==> src/rtl/shader_sequencer_if.sv <==
`timescale 1ns/1ps
`default_nettype none
// ============================================================================
//  Module   : shader_sequencer_if
//  Purpose  : Bus bundle between the shader sequencer and its neighbours
//             (instruction memory, register file, ALU, data memory).
//  Revision : 1.0  initial release
// ============================================================================
interface shader_sequencer_if #(
  parameter int NUM_REGS   = 16,
  parameter int MEM_DEPTH  = 256,
  parameter int IMEM_DEPTH = 256
);
  localparam int RIDX_W  = $clog2(NUM_REGS);
  localparam int DADDR_W = $clog2(MEM_DEPTH);
  localparam int PC_W    = $clog2(IMEM_DEPTH);

  // instruction memory
  logic               imem_rd_en;
  logic [PC_W-1:0]    imem_addr;
  logic [31:0]        imem_rdata;
  // register file
  logic [RIDX_W-1:0]  rf_rd_idx0;
  logic [RIDX_W-1:0]  rf_rd_idx1;
  logic [31:0]        rf_rd_data0;
  logic [31:0]        rf_rd_data1;
  logic               rf_wr_en;
  logic [RIDX_W-1:0]  rf_wr_idx;
  logic [31:0]        rf_wr_data;
  // ALU
  logic [4:0]         alu_opcode;
  logic [10:0]        alu_immd;
  logic [31:0]        alu_reg0;
  logic [31:0]        alu_reg1;
  logic               alu_wr_en;
  logic [31:0]        alu_wr_data;
  logic               alu_mem_wr_en;
  // data memory
  logic               dmem_rd_en;
  logic [DADDR_W-1:0] dmem_rd_addr;
  logic               dmem_wr_en;

  // sequencer side
  modport master (
    output imem_rd_en, imem_addr,
    input  imem_rdata,
    output rf_rd_idx0, rf_rd_idx1,
    input  rf_rd_data0, rf_rd_data1,
    output rf_wr_en, rf_wr_idx, rf_wr_data,
    output alu_opcode, alu_immd, alu_reg0, alu_reg1,
    input  alu_wr_en, alu_wr_data, alu_mem_wr_en,
    output dmem_rd_en, dmem_rd_addr, dmem_wr_en
  );

  // memories / register file / ALU side
  modport slave (
    input  imem_rd_en, imem_addr,
    output imem_rdata,
    input  rf_rd_idx0, rf_rd_idx1,
    output rf_rd_data0, rf_rd_data1,
    input  rf_wr_en, rf_wr_idx, rf_wr_data,
    input  alu_opcode, alu_immd, alu_reg0, alu_reg1,
    output alu_wr_en, alu_wr_data, alu_mem_wr_en,
    input  dmem_rd_en, dmem_rd_addr, dmem_wr_en
  );
endinterface
`default_nettype wire

==> src/rtl/shader_sequencer.sv <==
`timescale 1ns/1ps
`default_nettype none
// ============================================================================
//  Module   : shader_sequencer
//  Purpose  : Single-thread fetch/decode/execute sequencer for the mini shader
//             core. One instruction every three cycles; the ALU is purely
//             combinational and all commits happen in EXEC.
//  Revision : 1.0  initial release
// ============================================================================
module shader_sequencer #(
  parameter int NUM_REGS   = 16,
  parameter int MEM_DEPTH  = 256,
  parameter int IMEM_DEPTH = 256,
  localparam int PC_W      = $clog2(IMEM_DEPTH)
) (
  input  wire logic          clk,
  input  wire logic          rst,
  input  wire logic          start_i,
  input  wire logic [PC_W:0] prog_len_i,
  output logic               busy_o,
  output logic               done_o,
  output logic [PC_W:0]      retired_o,
  shader_sequencer_if.master bus
);
  localparam int RIDX_W  = $clog2(NUM_REGS);
  localparam int DADDR_W = $clog2(MEM_DEPTH);

  // Only LOAD needs special handling here: its data-memory read is issued
  // in DECODE so the word is on the ALU's read port during EXEC.
  localparam logic [4:0] OP_LOAD = 5'h08;

  typedef enum logic [2:0] {
    S_IDLE   = 3'd0,
    S_FETCH  = 3'd1,
    S_DECODE = 3'd2,
    S_EXEC   = 3'd3,
    S_DONE   = 3'd4
  } state_t;

  state_t            state_q, state_d;
  logic [PC_W-1:0]   pc_q, pc_d;
  logic [PC_W:0]     retired_q, retired_d;
  logic [PC_W:0]     len_q, len_d;
  logic [31:0]       instr_q, instr_d;
  logic [31:0]       reg0_q, reg0_d;
  logic [31:0]       reg1_q, reg1_d;

  // Source fields and reserved bits of the latched word are consumed in
  // DECODE straight from the memory data, so they are not read afterwards.
  logic w_unused_instr;
  assign w_unused_instr = &{1'b0, instr_q[22:11]};

  assign retired_o = retired_q;

  // State register and datapath latches
  always_ff @(posedge clk) begin
    if (rst) begin
      state_q   <= S_IDLE;
      pc_q      <= '0;
      retired_q <= '0;
      len_q     <= '0;
      instr_q   <= '0;
      reg0_q    <= '0;
      reg1_q    <= '0;
    end else begin
      state_q   <= state_d;
      pc_q      <= pc_d;
      retired_q <= retired_d;
      len_q     <= len_d;
      instr_q   <= instr_d;
      reg0_q    <= reg0_d;
      reg1_q    <= reg1_d;
    end
  end

  // Next-state and output decode; every strobe is forced low while rst is high
  always_comb begin
    state_d   = state_q;
    pc_d      = pc_q;
    retired_d = retired_q;
    len_d     = len_q;
    instr_d   = instr_q;
    reg0_d    = reg0_q;
    reg1_d    = reg1_q;

    busy_o             = 1'b0;
    done_o             = 1'b0;
    bus.imem_rd_en     = 1'b0;
    bus.imem_addr      = pc_q;
    bus.rf_rd_idx0     = '0;
    bus.rf_rd_idx1     = '0;
    bus.rf_wr_en       = 1'b0;
    bus.rf_wr_idx      = '0;
    bus.rf_wr_data     = '0;
    bus.alu_opcode     = '0;
    bus.alu_immd       = '0;
    bus.alu_reg0       = '0;
    bus.alu_reg1       = '0;
    bus.dmem_rd_en     = 1'b0;
    bus.dmem_rd_addr   = '0;
    bus.dmem_wr_en     = 1'b0;

    case (state_q)
      S_IDLE: begin
        if (start_i) begin
          len_d     = prog_len_i;
          pc_d      = '0;
          retired_d = '0;
          state_d   = (prog_len_i == '0) ? S_DONE : S_FETCH;
        end
      end
      S_FETCH: begin
        busy_o         = 1'b1;
        bus.imem_rd_en = 1'b1;
        state_d        = S_DECODE;
      end
      S_DECODE: begin
        busy_o         = 1'b1;
        instr_d        = bus.imem_rdata;
        bus.rf_rd_idx0 = bus.imem_rdata[19 +: RIDX_W];
        bus.rf_rd_idx1 = bus.imem_rdata[15 +: RIDX_W];
        reg0_d         = bus.rf_rd_data0;
        reg1_d         = bus.rf_rd_data1;
        if (bus.imem_rdata[31:27] == OP_LOAD) begin
          bus.dmem_rd_en   = 1'b1;
          bus.dmem_rd_addr = bus.imem_rdata[DADDR_W-1:0];
        end
        state_d = S_EXEC;
      end
      S_EXEC: begin
        busy_o         = 1'b1;
        bus.alu_opcode = instr_q[31:27];
        bus.alu_immd   = instr_q[10:0];
        bus.alu_reg0   = reg0_q;
        bus.alu_reg1   = reg1_q;
        bus.rf_wr_en   = bus.alu_wr_en;
        bus.rf_wr_idx  = instr_q[23 +: RIDX_W];
        bus.rf_wr_data = bus.alu_wr_data;
        bus.dmem_wr_en = bus.alu_mem_wr_en;
        retired_d      = retired_q + 1'b1;
        pc_d           = pc_q + 1'b1;   // wraps modulo IMEM_DEPTH
        state_d        = ((retired_q + 1'b1) == len_q) ? S_DONE : S_FETCH;
      end
      S_DONE: begin
        busy_o  = 1'b1;
        done_o  = 1'b1;
        state_d = S_IDLE;
      end
      default: state_d = S_IDLE;
    endcase

    if (rst) begin
      busy_o         = 1'b0;
      done_o         = 1'b0;
      bus.imem_rd_en = 1'b0;
      bus.rf_wr_en   = 1'b0;
      bus.dmem_rd_en = 1'b0;
      bus.dmem_wr_en = 1'b0;
      bus.alu_opcode = '0;
      bus.alu_immd   = '0;
      bus.alu_reg0   = '0;
      bus.alu_reg1   = '0;
    end
  end
endmodule
`default_nettype wire
==> src/flat_wrapper.sv <==
// flat-port wrapper written by rule: the top's interface ports become plain ports
module shader_sequencer_flat 
#(
  parameter int NUM_REGS   = 16,
  parameter int MEM_DEPTH  = 256,
  parameter int IMEM_DEPTH = 256,
  localparam int PC_W      = $clog2(IMEM_DEPTH)
)
  (clk, rst, start_i, prog_len_i, busy_o, done_o, retired_o, bus_imem_rd_en, bus_imem_addr, bus_imem_rdata, bus_rf_rd_idx0, bus_rf_rd_idx1, bus_rf_rd_data0, bus_rf_rd_data1, bus_rf_wr_en, bus_rf_wr_idx, bus_rf_wr_data, bus_alu_opcode, bus_alu_immd, bus_alu_reg0, bus_alu_reg1, bus_alu_wr_en, bus_alu_wr_data, bus_alu_mem_wr_en, bus_dmem_rd_en, bus_dmem_rd_addr, bus_dmem_wr_en);
  shader_sequencer_if #(.NUM_REGS(NUM_REGS), .MEM_DEPTH(MEM_DEPTH), .IMEM_DEPTH(IMEM_DEPTH)) bus_i ();
  input  wire logic clk;
  input  wire logic rst;
  input  wire logic start_i;
  input  wire logic [PC_W:0] prog_len_i;
  output logic busy_o;
  output logic done_o;
  output logic [PC_W:0] retired_o;
  output wire logic [$bits(bus_i.imem_rd_en)-1:0] bus_imem_rd_en;
  output wire logic [$bits(bus_i.imem_addr)-1:0] bus_imem_addr;
  input wire logic [$bits(bus_i.imem_rdata)-1:0] bus_imem_rdata;
  output wire logic [$bits(bus_i.rf_rd_idx0)-1:0] bus_rf_rd_idx0;
  output wire logic [$bits(bus_i.rf_rd_idx1)-1:0] bus_rf_rd_idx1;
  input wire logic [$bits(bus_i.rf_rd_data0)-1:0] bus_rf_rd_data0;
  input wire logic [$bits(bus_i.rf_rd_data1)-1:0] bus_rf_rd_data1;
  output wire logic [$bits(bus_i.rf_wr_en)-1:0] bus_rf_wr_en;
  output wire logic [$bits(bus_i.rf_wr_idx)-1:0] bus_rf_wr_idx;
  output wire logic [$bits(bus_i.rf_wr_data)-1:0] bus_rf_wr_data;
  output wire logic [$bits(bus_i.alu_opcode)-1:0] bus_alu_opcode;
  output wire logic [$bits(bus_i.alu_immd)-1:0] bus_alu_immd;
  output wire logic [$bits(bus_i.alu_reg0)-1:0] bus_alu_reg0;
  output wire logic [$bits(bus_i.alu_reg1)-1:0] bus_alu_reg1;
  input wire logic [$bits(bus_i.alu_wr_en)-1:0] bus_alu_wr_en;
  input wire logic [$bits(bus_i.alu_wr_data)-1:0] bus_alu_wr_data;
  input wire logic [$bits(bus_i.alu_mem_wr_en)-1:0] bus_alu_mem_wr_en;
  output wire logic [$bits(bus_i.dmem_rd_en)-1:0] bus_dmem_rd_en;
  output wire logic [$bits(bus_i.dmem_rd_addr)-1:0] bus_dmem_rd_addr;
  output wire logic [$bits(bus_i.dmem_wr_en)-1:0] bus_dmem_wr_en;
  assign bus_imem_rd_en = bus_i.imem_rd_en;
  assign bus_imem_addr = bus_i.imem_addr;
  assign bus_i.imem_rdata = bus_imem_rdata;
  assign bus_rf_rd_idx0 = bus_i.rf_rd_idx0;
  assign bus_rf_rd_idx1 = bus_i.rf_rd_idx1;
  assign bus_i.rf_rd_data0 = bus_rf_rd_data0;
  assign bus_i.rf_rd_data1 = bus_rf_rd_data1;
  assign bus_rf_wr_en = bus_i.rf_wr_en;
  assign bus_rf_wr_idx = bus_i.rf_wr_idx;
  assign bus_rf_wr_data = bus_i.rf_wr_data;
  assign bus_alu_opcode = bus_i.alu_opcode;
  assign bus_alu_immd = bus_i.alu_immd;
  assign bus_alu_reg0 = bus_i.alu_reg0;
  assign bus_alu_reg1 = bus_i.alu_reg1;
  assign bus_i.alu_wr_en = bus_alu_wr_en;
  assign bus_i.alu_wr_data = bus_alu_wr_data;
  assign bus_i.alu_mem_wr_en = bus_alu_mem_wr_en;
  assign bus_dmem_rd_en = bus_i.dmem_rd_en;
  assign bus_dmem_rd_addr = bus_i.dmem_rd_addr;
  assign bus_dmem_wr_en = bus_i.dmem_wr_en;
  shader_sequencer #(.NUM_REGS(NUM_REGS), .MEM_DEPTH(MEM_DEPTH), .IMEM_DEPTH(IMEM_DEPTH)) u_core (.clk(clk), .rst(rst), .start_i(start_i), .prog_len_i(prog_len_i), .busy_o(busy_o), .done_o(done_o), .retired_o(retired_o), .bus(bus_i));
endmodule
==> config.mk <==
export PLATFORM = sky130hd
export DESIGN_NAME = shader_sequencer_flat
export DESIGN_NICKNAME = d
export VERILOG_FILES = /design/src/rtl/shader_sequencer_if.sv /design/src/rtl/shader_sequencer.sv /design/src/flat_wrapper.sv
export SDC_FILE = /design/constraint.sdc
export NUM_CORES = 1
export LEC_CHECK = 0
export ABC_CLOCK_PERIOD_IN_PS = 2400
export BUFFER_PORTS_ARGS = -buffer_cell sky130_fd_sc_hd__buf_2
export CAP_MARGIN = 20
export CORE_AREA = 2 2 116 118
export CTS_CLUSTER_DIAMETER = 40
export CTS_CLUSTER_SIZE = 30
export DETAILED_ROUTE_END_ITERATION = 8
export DIE_AREA = 0 0 118 120
export GPL_TIMING_DRIVEN = 1
export MAX_ROUTING_LAYER = met4
export PLACE_DENSITY = 0.75
export SKIP_LAST_GASP = 1
export SLEW_MARGIN = 30
export SYNTH_ARGS = -nofsm -noshare
export SYNTH_HDL_FRONTEND = slang
export SYNTH_SLANG_ARGS = --single-unit
==> constraint.sdc <==
create_clock -name clk -period 2.4 [get_ports clk]
set_input_delay 0.24 -clock clk [delete_from_list [all_inputs] [get_ports clk]]
set_output_delay 0.24 -clock clk [all_outputs]
set_load 0.01 [all_outputs]
---- After elaboration in Yosys (flattened, before gate mapping) ----
Index checks and enable logic that the tools add are counted.
operators by class
  add/subtract/negate cells ............... 2
  eq/ne operators ......................... 7
  muxes and demuxes ....................... 35
  reduce and logical (&&, ||, !) cells .... 6
operator list
  cell                                                              count
  32-bit 2-to-1 mux                                                 5
  8-bit 2-to-1 mux                                                  3
  11-bit 2-to-1 mux                                                 2
  9-bit case mux with 2 select lines                                1
  8-bit case mux with 2 select lines                                1
  1-bit 2-to-1 mux                                                  13
  4-bit 2-to-1 mux                                                  3
  3-bit case mux with 4 select lines                                1
  5-bit 2-to-1 mux                                                  2
  9-bit by 1-bit adder with 9-bit output (second input constant)    1
  9-bit == test                                                     1
  9-bit logical NOT                                                 1
  3-bit 2-to-1 mux                                                  3
  9-bit 2-to-1 mux                                                  1
  8-bit by 1-bit adder with 8-bit output (second input constant)    1
  3-bit by 2-bit == test with 1-bit output (second input constant)  2
  5-bit by 4-bit == test with 1-bit output (second input constant)  1
  2-bit AND reduction                                               2
  4-bit OR reduction                                                1
  3-bit by 1-bit == test with 1-bit output (second input constant)  1
  3-bit == test (second input constant)                             1
  3-bit logical NOT                                                 1
  2-bit != test (second input constant)                             1
  2-bit nonzero test                                                1
storage, ports and cells
  register bits ........................... 125
  output and inout bits ................... 155
  word-level logic and storage cells ...... 57

---- Longest topological paths before layout ----
Gate-level depths: netlist of the first run.
  depth in word-level cells ............... 4
  mapped depth ............................ 7
  gate-level depth less buffers ........... 6

---- Worst setup path before layout of the first run ----
Ideal clock, no wire load.
  kind .................................... register to register
  start point ............................. register u_core.retired_q[0] (netlist: u_core.retired_o[0])
  end point ............................... register u_core.state_q[0]
  setup time .............................. 0.128 ns
  arrival time ............................ 1.687 ns
  data required time ...................... 2.272 ns
  path slack .............................. 0.585 ns
  cell stages (with the launch flop) ...... 7
  buffers on the path ..................... 0
  cell sequence ........................... dfxtp_1 ha_1 nand3_1 nor4b_1 nor3_1 nor4b_2 a21oi_1
between the ends
  longest elaborated chain between the ends .. 4
ends and longest elaborated chain
  what                                    RTL line                 text
  start: declaration                      shader_sequencer.sv:42   logic [PC_W:0] retired_q, retired_d;
  start signal: assignment                shader_sequencer.sv:68   retired_q <= retired_d;
  9-bit by 1-bit adder with 9-bit output  shader_sequencer.sv:142  state_d = ((retired_q + 1'b1) == len_q) ? S_DONE : S_FETCH;
  9-bit == test                           shader_sequencer.sv:142
  3-bit 2-to-1 mux                        shader_sequencer.sv:142
  3-bit case mux with 4 select lines      shader_sequencer.sv:103  case (state_q)
  end signal: assignment                  shader_sequencer.sv:66   state_q <= state_d;
  end: declaration                        shader_sequencer.sv:40   state_t state_q, state_d;
No other way between the ends.
A chain may end at the register's enable or synchronous reset.

---- Worst setup path in the final report of the first run ----
  start point ............................. register u_core.state_q[1]
  end point ............................... output bus_alu_immd[0]
between the ends
  longest elaborated chain between the ends .. 3
ends and longest elaborated chain
  what                                      RTL line                 text
  3-bit by 2-bit == test with 1-bit output  shader_sequencer.sv:103
  11-bit 2-to-1 mux                         shader_sequencer.sv:103
  11-bit 2-to-1 mux                         shader_sequencer.sv:152  if (rst) begin
  end: declaration                          flat_wrapper.sv:29       output wire logic [$bits(bus_i.alu_immd)-1:0] bus_alu_immd;
No other way between the ends.

==> results of run 1 <==
registers in the layout, summed over array words and instances, names as in the netlist:
name                  flops
u_core.retired_o          9
u_core.len_q              9
u_core.state_q            3
u_core.bus.imem_addr      8
u_core.instr_q           20
u_core.reg1_q            32
u_core.reg0_q            32
cell usage after synthesis (2+ instances only):
library cell / count
nand3_1: 9
nor4b_1: 2
ha_1: 2
inv_1: 2
nor2_1: 24
nand2_1: 193
dfxtp_1: 113
xor2_1: 6
o21ai_0: 9
nor3_1: 5
nand3b_1: 11
buf_2: 4
xnor2_1: 7
and3_1: 10
clkbuf_1: 46
a211oi_1: 2
a21oi_1: 111
nor4_1: 4
and2_1: 127
a31oi_1: 2
nand4_1: 2
nor3b_1: 2
layer usage:
layer,wire [um],track usage,share of wire
met1,7100,0.279,0.45
met2,7650,0.346,0.48
met3,896,0.0532,0.057
met4,189,0.0813,0.012
met5,0,-,0
kinds of logic (layout without fill, tap and decap cells):
group	Yosys count	count (layout)	synth area share
multiplexers	1	1	0.00208
AO/OA/AOI/OAI	131	131	0.128
adder cells (fa/ha/maj)	2	2	0.00462
flip-flops	113	113	0.418
XOR/XNOR	13	13	0.0210
buffers and inverters	58	343	0.0506
AND/OR/NAND/NOR	403	403	0.375
worst max path at each step:
stage | slack, ns | endpoint | startpoint | depth (start not counted)
CTS | 0.04 | bus_rf_wr_data[10] | u_core.state_q[1] | 4
floorplan | 0.58 | u_core.state_q[0] | u_core.retired_o[0] | 6
finish | 0.13 | bus_alu_immd[0] | u_core.state_q[1] | 6
global route | 0.03 | bus_alu_reg0[24] | u_core.state_q[1] | 6
global placement | 0.43 | u_core.bus.imem_addr[6] | u_core.state_q[1] | 5
detailed placement | 0.40 | u_core.state_q[0] | u_core.retired_o[1] | 6
power groups by stage:
stage	Combinational [W]	Sequential, W	Clock, W
global route	0.000755	0.00209	0.00256
floorplan	0.000425	0.00208	0
detailed placement	0.000674	0.00211	0
global placement	0.000664	0.00210	0
finish	0.000675	0.00207	0.00243
CTS	0.000676	0.00207	0.00248
area by class of cell:
class	count	area, um^2
fillers	1258	5380
multi-input cells	550	2890
flip-flops and latches	113	2260
clock buffers	21	470
inverters	2	7.51
repair buffers	309	1640
clock inverters	11	111
well taps	176	220
worst register-to-register path: stages, from the launching register on:
cell,delay [ns]
dfxtp_1,0.40
ha_1,0.31
nand3_1,0.22
nor4b_1,0.34
nor3_1,0.10
nor4b_2,0.37
a21oi_1,0.12
stage by stage:
step / util / instances / total power [W]
finish: 0.586 / 1182 / 0.00518
global route: 0.586 / 1182 / 0.00540
CTS: 0.583 / 1180 / 0.00523
detailed placement: 0.539 / 1148 / 0.00278
global placement: 0.539 / 1148 / 0.00277
floorplan: - / 721 / 0.00251
timing repair:
item / 4_1_cts / 5_1_grt
buffers inserted: 0 / 2
setup endpoints to repair: 0 / 101
resized for setup: 0 / 1
==> results.cfg, run 1 <==
[timing]
skew_ns = 0.0125
rsz0062_at_grt = false
drv_slew = 0
tns_ns = 0
relSlewSlack = 0.548
min_period_ns = 2.27
fin_crit_sh = 0.946
holdWs_ns = 0.0601
tightest_slew_ns = 0.678
setup_slack_ns = 0.129
fmax_mhz = 440
setup_viol_count_final = 0
hold_viol_final = 0

[yosys]
yosys_warnings = 0
synth_top_cell_by_area = dfxtp_1
ys_ff_latch = 113
synthFlopType = dfxtp_1
synth_edf_count = 0
synth.net_count = 865
yosys-top-cells-area = dfxtp_1 42%, and2_1 15%, nand2_1 13%, a21oi_1 10%, clkbuf_1 3.2%
synthArstFlopShare = 0
syn_area_um2 = 5410
synth_top_area_share = 0.418
ys_types = 50
yosysSeqAreaShare = 0.418
synthCells = 721
syn_area_per_cell_um2 = 7.51

[die]
coreArea_um2 = 13000
die_h_um = 120
die_area_um2 = 14200
die_w_um = 118
ios = 297
initial_core_util = 0.417
core.rowCount = 42

[worst_hold_path]
holdCritStartpoint = bus_rf_rd_data1[27]
min_to = u_core.reg1_q[27]
hold_path_depth = 3
hp-class = in2reg

[power_and_ir_drop]
power.switching_w = 0.00130
p_leak_nw = 3.67
p_int_w = 0.00388
netSwitchingFraction = 0.252
ir_worst_vdd_mv = 0.453
p_per_area_nw_per_um2 = 682
clkPwrFrac = 0.469
power_frac_comb = 0.130
seq_power_share = 0.400

[clock_network]
cts_root_buf = clkbuf_16
cts_sinks = 113
clk_latency_ns = 0.41
clkTransAtPathRegs_ns = 0.05
cts_buffer_depth = 2
numCtsBuffers = 17
cts_tree = yes
cts_hold_buf = 0
htree_num_levels = 4

[detailed_routing]
drc = 0
wirelength_um = 15800
drt_iter0_drc = 381
vias_per_cell = 4.79
routed-via-count = 5662
antenna_left = 0
routedWlPerCell_um = 13.4
drtPass1Iterations = 6

[grt]
grt_max_degree = 68
grt_overflow_total = 0
grt_usage = 0.221
antenna_found_initial = 0
grt_pass1_wl_um = 24600
grt_pass1_vias = 5096

[critical_path]
r2r_start = u_core.retired_o[1]
reg2reg_depth = 6
crit_path_end_kind = primary output
cp_max_fo = 45
timing.critical_path.mode_cell = buf_12
cp.arrival_ns = 2.03
r2r_setup_slack_ns = 0.40
slowest_stage = dfxtp_1
path_buf_inv = 3
crit_path_start_kind = flop
cp_data_required_time_ns = 2.16
critical_path_class = reg2out
critPathMaxStageDelay_ns = 0.54
crit_family = simple AND/OR/NAND/NOR gates
crit_chain = nand3b_1 > nor2_4 > buf_12 > buf_12 > and2_1 > buf_2
r2r_end = u_core.state_q[0]

[finish]
final_cell_mix = 291 x buf_2, 193 x nand2_1, 127 x and2_1, 113 x dfxtp_1, 111 x a21oi_1
area_growth_syn_to_layout_pct = 40.5
diodes = 0
nNetsFinal = 1137
final_common_cell = buf_2
drive_above_1_share = 0.351
design_area_um2 = 7600

[job]
drv_cap = 0

[placed_design]
post_dp_cell_area_um2 = 6990
dpl.hpwl_um = 11000
port_buffers = 292
place_ws_ns = 0.401
place.gp.congestion = 0.802

[run_status]
status = finished, final reports clean
(Power assumes the default switching activity.)
==> inputs of run 2 (changes only) <==
--- a/config.mk
+++ b/config.mk
@@ -8,14 +8,14 @@
 export ABC_CLOCK_PERIOD_IN_PS = 2400
 export BUFFER_PORTS_ARGS = -buffer_cell sky130_fd_sc_hd__buf_2
 export CAP_MARGIN = 20
-export CORE_AREA = 2 2 116 118
+export CORE_MARGIN = 3
+export CORE_UTILIZATION = 45
 export CTS_CLUSTER_DIAMETER = 40
 export CTS_CLUSTER_SIZE = 30
 export DETAILED_ROUTE_END_ITERATION = 8
-export DIE_AREA = 0 0 118 120
 export GPL_TIMING_DRIVEN = 1
 export MAX_ROUTING_LAYER = met4
-export PLACE_DENSITY = 0.75
+export PLACE_DENSITY = 0.8
 export SKIP_LAST_GASP = 1
 export SLEW_MARGIN = 30
 export SYNTH_ARGS = -nofsm -noshare
==> results.cfg, run 2 (synthesis gave the netlist of run 1 again) <==
[run_status]
status = finished, final reports clean

[timing]
setup_viol_count_final = 0
tightest_slew_ns = 0.634
rsz0062_at_grt = false
fmax_mhz = 455
holdWs_ns = 0.0720
drv_slew = 0
tns_ns = 0
hold_viol_final = 0
min_period_ns = 2.20
relSlewSlack = 0.576
skew_ns = 0.0118
fin_crit_sh = 0.916

[die]
initial_core_util = 0.468
ios = 297
die_w_um = 116
die_area_um2 = 13400
die_h_um = 116
core.rowCount = 39
coreArea_um2 = 11600

[grt]
grt_usage = 0.231
antenna_found_initial = 0
grt_overflow_total = 0
grt_max_degree = 83
grt_pass1_wl_um = 24100
grt_pass1_vias = 4950

[clock_network]
clk_latency_ns = 0.40
post_cts_buffers = 0
clkTransAtPathRegs_ns = 0.05
htree_num_levels = 4
post_cts_resized = 0
numCtsBuffers = 17
cts_hold_buf = 0
cts_tree = yes
cts_buffer_depth = 2
cts_sinks = 113
cts_root_buf = clkbuf_16

[finish]
final_common_cell = buf_2
nNetsFinal = 1135
drive_above_1_share = 0.347
area_growth_syn_to_layout_pct = 40.3
final_cell_mix = 291 x buf_2, 193 x nand2_1, 127 x and2_1, 113 x dfxtp_1, 111 x a21oi_1
largestRegisters = u_core.reg0_q x32, u_core.reg1_q x32, u_core.instr_q x20
design_area_um2 = 7590
diodes = 0

[detailed_routing]
routedWlPerCell_um = 13.6
vias_per_cell = 4.96
routed-via-count = 5686
drt_iter0_drc = 368
drtPass1Iterations = 4
drc = 0
wirelength_um = 15600
antenna_left = 0

[critical_path]
crit_start = u_core.state_q[1]
r2r_start = u_core.retired_o[1]
cp_data_required_time_ns = 2.16
path_buf_inv = 2
crit_chain = nand3b_1 > nor2_4 > buf_12 > and2_1 > buf_2
critical_path_class = reg2out
critPathMaxStageDelay_ns = 0.54
slowest_stage = dfxtp_1
cp.arrival_ns = 1.96
crit_path_end_kind = primary output
cp_max_fo = 82
crit_family = simple AND/OR/NAND/NOR gates
crit_path_start_kind = flop

[power_and_ir_drop]
p_per_area_nw_per_um2 = 712
ir_worst_vdd_mv = 0.555
p_leak_nw = 3.67

[worst_hold_path]
hp-class = in2reg
holdCritStartpoint = bus_rf_rd_data1[15]

[placed_design]
place.gp.congestion = 0.892
port_buffers = 292
dpl.hpwl_um = 11000
post_dp_cell_area_um2 = 6960

[job]
drv_cap = 0
run 2: per-stage QoR:
step / cells / utilization / total power (W) / setup slack [ns]
floorplan: 721 / - / 0.00251 / 0.585
global placement: 1115 / 0.602 / 0.00277 / 0.537
detailed placement: 1115 / 0.602 / 0.00279 / 0.495
CTS: 1146 / 0.656 / 0.00545 / 0.194
global route: 1146 / 0.656 / 0.00564 / 0.0714
finish: 1146 / 0.656 / 0.00541 / 0.202
run 2: final timing paths:
| kind | to | slack, ns | cells past startpoint |
|---|---|---|---|
| setup / recovery | bus_alu_reg1[21] | 0.20 | 5 |
| hold / removal | u_core.reg1_q[15] | 0.07 | 3 |
| setup reg to reg | u_core.state_q[0] | 0.44 | 6 |
| hold reg to reg | u_core.reg1_q[2] | 0.45 | 2 |
run 2: where the power goes:
group / internal [W] / total [W] / leakage, nW / switching (W)
registers: 0.00200 / 0.00207 / 0.918 / 0.0000714
logic: 0.000284 / 0.000673 / 2.45 / 0.000390
clock network: 0.00181 / 0.00266 / 0.303 / 0.000847
total: 0.00410 / 0.00541 / 3.67 / 0.00131
run 2: cell type report:
class                   count  area [um^2]
fillers                  1031         3970
multi-input cells         550         2890
flip-flops and latches    113         2260
repair buffers            307         1630
clock buffers              22          474
well taps                 143          179
clock inverters             9          154
inverters                   2         7.51
run 2: per-layer routing:
metal,share of wire,track usage,wire (um)
met5,0,-,0
met4,0.020,0.0820,318
met3,0.057,0.0580,888
met2,0.48,0.356,7550
met1,0.44,0.296,6840
run 2: tightest hold or removal path: stages:
cell	delay [ns]
buf_2	0.10
nand2_1	0.04
a21oi_1	0.05
==> inputs of run 3 (changes only) <==
--- a/config.mk
+++ b/config.mk
@@ -8,14 +8,17 @@
 export ABC_CLOCK_PERIOD_IN_PS = 2400
 export BUFFER_PORTS_ARGS = -buffer_cell sky130_fd_sc_hd__buf_2
 export CAP_MARGIN = 20
+export CELL_PAD_IN_SITES_DETAIL_PLACEMENT = 1
+export CELL_PAD_IN_SITES_GLOBAL_PLACEMENT = 2
+export CORE_ASPECT_RATIO = 2
 export CORE_MARGIN = 3
-export CORE_UTILIZATION = 45
+export CORE_UTILIZATION = 23
 export CTS_CLUSTER_DIAMETER = 40
 export CTS_CLUSTER_SIZE = 30
 export DETAILED_ROUTE_END_ITERATION = 8
 export GPL_TIMING_DRIVEN = 1
 export MAX_ROUTING_LAYER = met4
-export PLACE_DENSITY = 0.8
+export PLACE_DENSITY = 0.79
 export SKIP_LAST_GASP = 1
 export SLEW_MARGIN = 30
 export SYNTH_ARGS = -nofsm -noshare
==> results.cfg, run 3 (synthesis gave the netlist of run 1 again) <==
[detailed_routing]
drt_iter0_drc = 287
drc = 0
routedWlPerCell_um = 16.4
antenna_left = 0
drtPass1Iterations = 4
wirelength_um = 21100
vias_per_cell = 4.48
routed-via-count = 5779

[placed_design]
dpl.hpwl_um = 15800
place_ws_ns = 0.382
placed_cells_incl_taps = 1254
place.gp.congestion = 0.814
port_buffers = 292

[clock_network]
cts_tree = yes
htree_num_levels = 4
post_cts_buffers = 0
cts_hold_buf = 0
cts_sinks = 113
clkTransAtPathRegs_ns = 0.06
clk_latency_ns = 0.41
numCtsBuffers = 17
post_cts_resized = 0
cts_root_buf = clkbuf_16
cts_buffer_depth = 2

[critical_path]
reg2reg_depth = 6
crit_path_start_kind = flop
cp.arrival_ns = 1.97
r2r_end = u_core.state_q[0]
cp_data_required_time_ns = 2.16
r2r_setup_slack_ns = 0.38
r2r_start = u_core.retired_o[1]
cp_max_fo = 76
critical_path_class = reg2out
crit_path_end_kind = primary output

[power_and_ir_drop]
p_leak_nw = 3.65
p_per_area_nw_per_um2 = 676
netSwitchingFraction = 0.266
clkPwrFrac = 0.467
ir_worst_vdd_mv = 0.343
power_frac_comb = 0.134
power.switching_w = 0.00139
seq_power_share = 0.398
p_int_w = 0.00383
p_total_w = 0.00522

[grt]
grt_overflow_total = 0
grt_pass1_wl_um = 32300
antenna_found_initial = 4
grt_usage = 0.167
grt_max_degree = 77
grt_pass1_vias = 5795

[timing]
drv_slew = 0
setup_slack_ns = 0.187
setup_viol_count_final = 0
relSlewSlack = 0.602
hold_viol_final = 0
tightest_slew_ns = 0.596
tns_ns = 0
min_period_ns = 2.21
rsz0062_at_grt = false
fin_crit_sh = 0.922
skew_ns = 0.0118
fmax_mhz = 452

[run_status]
status = finished, final reports clean

[finish]
final_cell_mix = 291 x buf_2, 193 x nand2_1, 127 x and2_1, 111 x a21oi_1, 111 x dfxtp_1
area_growth_syn_to_layout_pct = 42.8
final_common_cell = buf_2
final_cells = 1289
nNetsFinal = 1137
drive_above_1_share = 0.351
largestRegisters = u_core.reg0_q x32, u_core.reg1_q x32, u_core.instr_q x20

[die]
coreArea_um2 = 22900
initial_core_util = 0.236
die_w_um = 114
ios = 297
die_h_um = 223
die_area_um2 = 25500
core.rowCount = 78

[job]
drv_cap = 0

[worst_hold_path]
min_to = u_core.reg1_q[23]
holdCritStartpoint = bus_rf_rd_data1[23]
hp-class = in2reg
hold_path_depth = 3
run 3: critical path: stages (launching register included):
cell	delay, ns
dfxtp_1	0.42
nand3b_1	0.30
nor2_4	0.16
buf_12	0.26
and2_1	0.24
buf_2	0.15
run 3: routing by layer:
layer | track usage | vias up | wire, um
met5 | - | - | 0
met3 | 0.0201 | 24 | 706
li1 | - | 2900 | -
met2 | 0.299 | 139 | 11700
met4 | 0.0690 | 0 | 464
met1 | 0.182 | 2716 | 8200
run 3: how the worst max path moves through the flow:
stage / from / end / slack, ns
2_1_floorplan: u_core.retired_o[0] / u_core.state_q[0] / 0.58
3_3_place_gp: u_core.retired_o[1] / u_core.state_q[0] / 0.50
3_5_place_dp: u_core.retired_o[1] / u_core.state_q[0] / 0.38
4_1_cts: u_core.state_q[1] / bus_rf_wr_data[14] / 0.02
5_1_grt: u_core.state_q[2] / bus_alu_reg1[3] / 0.04
6_report: u_core.state_q[2] / bus_alu_reg1[3] / 0.19
run 3: power by group through the flow:
stage	Combinational [W]	Sequential [W]	Clock (W)
after floorplan	0.000425	0.00208	0
after global placement	0.000709	0.00211	0
after detailed placement	0.000717	0.00212	0
after CTS	0.000721	0.00208	0.00254
after global routing	0.000796	0.00210	0.00262
final	0.000701	0.00208	0.00244
run 3: final cells by class:
cell class	instances	area (um^2)
multi-input combinational	550	2890
sequential	113	2260
clock buffer	20	447
fill	2910	15200
timing repair buffer	309	1640
antenna	4	10.0
clock inverter	11	115
tap	280	350
inverter	2	7.51
run 3: per-stage QoR:
stage / cell area [um^2] / util / hold slack (ns)
4_1_cts: 7710 / 0.336 / 0.0346
3_3_place_gp: 7150 / 0.312 / 0.437
6_report: 7720 / 0.337 / 0.0640
3_5_place_dp: 7150 / 0.312 / 0.444
5_1_grt: 7720 / 0.337 / 0.0450
2_1_floorplan: 5410 / - / 0.376
